==> config.mk <==
export PLATFORM = sky130hd
export DESIGN_NAME = booth_ctrl
export DESIGN_NICKNAME = d
export VERILOG_FILES = /design/src/rtl/booth_pkg.sv /design/src/rtl/booth_counter.sv /design/src/rtl/booth_ctrl.sv
export SDC_FILE = /design/constraint.sdc
export NUM_CORES = 1
export LEC_CHECK = 0
export BUFFER_PORTS_ARGS = -buffer_cell sky130_fd_sc_hd__clkbuf_2
export CAP_MARGIN = 20
export CELL_PAD_IN_SITES_DETAIL_PLACEMENT = 0
export CELL_PAD_IN_SITES_GLOBAL_PLACEMENT = 2
export CORE_UTILIZATION = 23
export DETAILED_ROUTE_END_ITERATION = 8
export PLACE_DENSITY = 0.69
export SLEW_MARGIN = 0
export SYNTH_ARGS = -nofsm -noshare
export SYNTH_HDL_FRONTEND = slang
export SYNTH_SLANG_ARGS = --single-unit
export TNS_END_PERCENT = 10
==> constraint.sdc <==
create_clock -name clk -period 1.45 [get_ports clk]
set_clock_uncertainty 0.15 [all_clocks]
set_input_delay 0.0725 -clock clk [delete_from_list [all_inputs] [get_ports clk]]
set_output_delay 0.0725 -clock clk [all_outputs]
set_load 0.02 [all_outputs]
==> src/rtl/booth_pkg.sv <==
// booth_pkg: shared state encoding and default operand width for the Booth controller
package booth_pkg;

   localparam int N_DEF = 4;

   typedef enum logic [2:0] {
      S_IDLE  = 3'd0,
      S_LOAD  = 3'd1,
      S_EVAL  = 3'd2,
      S_SHIFT = 3'd3,
      S_DONE  = 3'd4
   } state_e;

endpackage

==> src/rtl/booth_counter.sv <==
// booth_counter: iteration counter, loads N, counts down to zero and saturates there
module booth_counter
   import booth_pkg::*;
#(
   parameter int N  = N_DEF,
   parameter int CW = $clog2(N + 1)
) (
   input  logic          clk,
   input  logic          reset,
   input  logic          load,
   input  logic          dec,
   output logic [CW-1:0] cnt,
   output logic          zero
);

   logic [CW-1:0] cnt_q, cnt_d;

   // next count: reload wins, decrement stops at zero
   always_comb begin
      zero  = cnt_q == '0;
      cnt_d = load ? CW'(N) : (dec && !zero) ? cnt_q - CW'(1) : cnt_q;
   end

   // count register, cleared by the asynchronous reset
   always_ff @(posedge clk or negedge reset) begin
      if (!reset) cnt_q <= '0;
      else        cnt_q <= cnt_d;
   end

   assign cnt = cnt_q;

endmodule

==> src/rtl/booth_ctrl.sv <==
// booth_ctrl: control FSM sequencing a radix-2 Booth multiplier datapath
module booth_ctrl
   import booth_pkg::*;
#(
   parameter int N = N_DEF
) (
   input  logic clk,
   input  logic reset,
   input  logic start,
   input  logic abort,
   input  logic q0,
   input  logic qm1,
   output logic CargaM,
   output logic CargaQ,
   output logic ClearA,
   output logic CargaA,
   output logic Resta,
   output logic DesplazaA,
   output logic DesplazaQ,
   output logic busy,
   output logic done
);

   localparam int CW = $clog2(N + 1);

   state_e        state_q, state_d;
   logic [CW-1:0] cnt;
   logic          zero, cnt_ld, cnt_dec, last;

   booth_counter #(.N(N), .CW(CW)) u_cnt (
      .clk  (clk),
      .reset(reset),
      .load (cnt_ld),
      .dec  (cnt_dec),
      .cnt  (cnt),
      .zero (zero)
   );

   // a zero count in SHIFT also ends the run so the counter can never underflow
   assign last = (cnt == CW'(1)) || zero;

   // next state and control decode; abort suppresses every control group
   always_comb begin
      state_d   = state_q;
      CargaM    = 1'b0;
      CargaQ    = 1'b0;
      ClearA    = 1'b0;
      CargaA    = 1'b0;
      Resta     = 1'b0;
      DesplazaA = 1'b0;
      DesplazaQ = 1'b0;
      done      = 1'b0;
      cnt_ld    = 1'b0;
      cnt_dec   = 1'b0;
      busy      = state_q != S_IDLE;
      case (state_q)
         S_IDLE:  state_d = start ? S_LOAD : S_IDLE;
         S_LOAD: begin
            state_d = abort ? S_IDLE : S_EVAL;
            CargaM  = !abort;
            CargaQ  = !abort;
            ClearA  = !abort;
            cnt_ld  = !abort;
         end
         S_EVAL: begin
            state_d = abort ? S_IDLE : S_SHIFT;
            CargaA  = !abort && (q0 ^ qm1);
            Resta   = !abort && q0 && !qm1;
         end
         S_SHIFT: begin
            state_d   = abort ? S_IDLE : last ? S_DONE : S_EVAL;
            DesplazaA = !abort;
            DesplazaQ = !abort;
            cnt_dec   = !abort;
         end
         S_DONE: begin
            state_d = S_IDLE;
            done    = 1'b1;
         end
         default: state_d = S_IDLE;
      endcase
   end

   // state register, forced to IDLE asynchronously
   always_ff @(posedge clk or negedge reset) begin
      if (!reset) state_q <= S_IDLE;
      else        state_q <= state_d;
   end

endmodule

==> results.txt <==
----------------------------------------------------
[Clock network]
  CTS tree ... built
  Max Buffers Root-to-Sink ... 2
  Total number of H-tree levels ... 1
  Clock latency reported for the late side of the worst-skew pair ... 0.25 ns
  Count of clock tree sinks ... 6
  Root buffer selected by CTS ... sky130_fd_sc_hd__clkbuf_4
  Worst-path clk slew ... 0.05 ns
  Total CTS buffers ... 3
  Post-CTS setup buffer count ... 0

[Setup path]
  Max incr delay on CP ... 0.39 ns
  Cell breakdown of the critical path ... or3b_4, buf_6, nor2_4, clkbuf_8
  Critical Path Fanout Max ... 3
  Worst Setup Start Kind ... register
  Critical register-to-register path startpoint ... state_q[2]$_DFF_PN0_
  Buffers plus inverters on the worst setup path ... 2
  Setup Crit Path Kind ... reg -> out
  CP required ... 1.23 ns
  Terminus of the critical flop-to-flop path ... u_cnt.cnt[0]$_DFFE_PN0P_
  R2R Setup Slk ... 0 ns
  Critical-path top delay cell ... sky130_fd_sc_hd__or3b_4
  R2R depth ... 3
  Crit end category ... output port
  Levels on crit path ... 4
  Worst Path Arrival ... 1.39 ns
  Cell family with most CP delay ... simple AND/OR/NAND/NOR gates

[Die]
  Core footprint ... 1577 um2
  Starting utilization of the core area ... 0.2587
  Row cnt ... 14
  Die outline height ... 44.11 um
  Number of ports placed on the die boundary ... 15
  Area of the die ... between 1500 and 2000 um2
  Width of the chip ... 44.11 um

[Synth]
  Most instantiated library cell after synthesis ... sky130_fd_sc_hd__dfrtp_1
  Number of library cell types mapped by synthesis ... 24
  Cell types occupying the most area after synthesis ... sky130_fd_sc_hd__dfrtp_1 37%, sky130_fd_sc_hd__ha_1 9.2%, sky130_fd_sc_hd__buf_4 5.5%
  Synthesized area ... 407.9 um2
  Most used standard cells in the synthesized netlist ... 6 x sky130_fd_sc_hd__dfrtp_1, 4 x sky130_fd_sc_hd__inv_1, 4 x sky130_fd_sc_hd__nor2_1
  Mean Syn Cell Area ... approximately 9.5 um2
  Proportion of synthesized flip-flops having asynchronous set or reset ... 1.000
  Most used DFF post-synth ... sky130_fd_sc_hd__dfrtp_1
  Portion of synthesized cell area occupied by the leading cell type ... 0.3681
  Gate count of the mapped netlist ... 43
  Number of warnings printed during yosys synthesis ... 0
  Fraction of the yosys area taken by sequential cells ... 0.3681
  Number of synthesized flops with an enable pin ... 0
  Largest area contributor in the netlist ... sky130_fd_sc_hd__dfrtp_1
  Net count after synthesis ... 52
  Flops & latches, synth ... 6

[Timing]
  Final count of hold timing violations ... 0
  Worst slew margin relative to its limit ... 0.8634
  Tcrit/Tclk final ... 1.115
  Min cycle time layout ... 1.617 ns
  Setup violators final ... 8
  Unrepaired setup endpoints after global routing ... true
  Final WS setup ... -0.1671 ns
  Total Neg Setup Slack ... -0.8748 ns
  Peak Freq ... 618.4 MHz
  Number of slew-limit violations in the final report ... 0
  Pin slew with the least headroom to its limit ... ~0.20 ns

[Placement]
  Post-placement setup slack ... -0.05906 ns
  Number of port buffers ... 14
  Detailed placement HPWL ... approximately 610 um
  Routability cong. ... 0.7546

[Detailed routing]
  Routed Antenna Nets ... 0
  DR vias ... 381
  1st-pass router iterations ... 5
  Via-to-Cell Ratio ... 4.704
  Starting DRT DRC Count ... 7
  Routed wire length ... 810 um
  Average wire per cell in the routed design ... 10.00 um
  Number of DRC violations after detailed routing ... 0

[Final layout]
  Synth-to-Final Area Change ... 55.52%
  Final antenna diode count ... 0
  Proportion of layout cells with a drive suffix above 1 ... 0.5077
  Number of filler cells placed in the layout ... 159
  Fin util ... 0.4024
  Nets ... 76

[Power and ir drop]
  Leakage component of the power ... 0.3040 nW
  Worst voltage drop across the vdd grid ... 0.4413 mV
  PwrDens ... 1367 nW/um2

[Hold path]
  Min-delay worst type ... in -> async

[Global route]
  Aggregate global-route resource usage ... 0.1051
  Maximum number of pins on one net before global-route repair ... 11
  Initial antenna violation count ... 0
  Number of global-route vias before repair ... about 370
  Residual overflow from global routing ... 0
  Global-route wire length before repair ... 1483 um

[Run]
  Max-cap violation count ... 0

[Status]
  Violated checks ... negative setup slack
  Status ... finished, violations left

----------------------------------------------------
==> metal layers <==
metal / GRT usage / share of wire / vias up
met5: 0 / 0 / -
met4: 0.07273 / 0.012 / 0
met3: 0.02449 / 0.027 / 2
met2: 0.1529 / 0.47 / 8
met1: 0.1367 / 0.49 / 180
li1: - / - / 191
==> worst max path at each step <==
stage / start / endpoint
6_report: state_q[2]$_DFF_PN0_ / CargaM
5_1_grt: state_q[2]$_DFF_PN0_ / ClearA
4_1_cts: state_q[2]$_DFF_PN0_ / CargaQ
3_5_place_dp: u_cnt.cnt[0]$_DFFE_PN0P_ / u_cnt.cnt[0]$_DFFE_PN0P_
3_3_place_gp: u_cnt.cnt[0]$_DFFE_PN0P_ / u_cnt.cnt[0]$_DFFE_PN0P_
2_1_floorplan: state_q[1]$_DFF_PN0_ / CargaA
==> registers in the layout, indices dropped and copies added (netlist names) <==
name       cells
u_cnt.cnt      3
state_q        3
==> report_power, final <==
part / internal, mW / leakage [nW] / switching [mW]
Clock: 0.0937 / 0.0138 / 0.0619
Sequential: 0.215 / 0.0742 / 0.0339
Combinational: 0.252 / 0.216 / 0.211
==> kinds of logic after synthesis <==
family / Yosys count / synth area share
compound gates: 7 / 0.1258
xor+xnor: 1 / 0.02148
fa+ha+maj: 3 / 0.09203
buf+inv: 9 / 0.1288
flops: 6 / 0.3681
mux: 1 / 0.02761
simple gates: 16 / 0.2362
==> cell usage in the layout (no fill, tap or decap), types with 2 or more instances in the layout <==
master and count:
sky130_fd_sc_hd__clkbuf_2 8, sky130_fd_sc_hd__buf_4 7, sky130_fd_sc_hd__dfrtp_1 5, sky130_fd_sc_hd__inv_1 4, sky130_fd_sc_hd__nor2_1 3, sky130_fd_sc_hd__nand2b_1 3
sky130_fd_sc_hd__clkbuf_4 3, sky130_fd_sc_hd__dlygate4sd3_1 3, sky130_fd_sc_hd__clkbuf_8 3, sky130_fd_sc_hd__nand2_1 2, sky130_fd_sc_hd__nor4_2 2, sky130_fd_sc_hd__buf_2 2
==> through the flow <==
step | instance area, um2 | hold WS, ns | instances | power [mW]
5_1_grt | 634.4 | 0.05048 | 81 | 0.9600
6_report | 634.4 | 0.03841 | 81 | 0.8675
3_3_place_gp | 515.5 | -0.2384 | 75 | 0.6464
4_1_cts | 606.8 | 0.03852 | 81 | 0.8424
2_1_floorplan | 410.4 | -0.3731 | 43 | 0.5075
3_5_place_dp | 515.5 | -0.2424 | 75 | 0.6383
==> layout make-up <==
| cell class | count | area [um2] | area share |
|---|---|---|---|
| inverter | 4 | 15.01 | 0.02367 |
| clock buffer | 3 | 22.52 | 0.03550 |
| tap | 16 | 20.02 | 0.03156 |
| timing repair buffer | 24 | 185.2 | 0.2919 |
| multi-input combinational | 28 | 240.2 | 0.3787 |
| sequential | 6 | 151.4 | 0.2387 |
==> what timing repair did <==
item,CTS,global route
endpoints found under the setup margin,10,11
hold endpoints to repair,8,0
hold buffers,3,0
resized for setup,10,8
No activity file was read; power rests on OpenSTA's default activity.
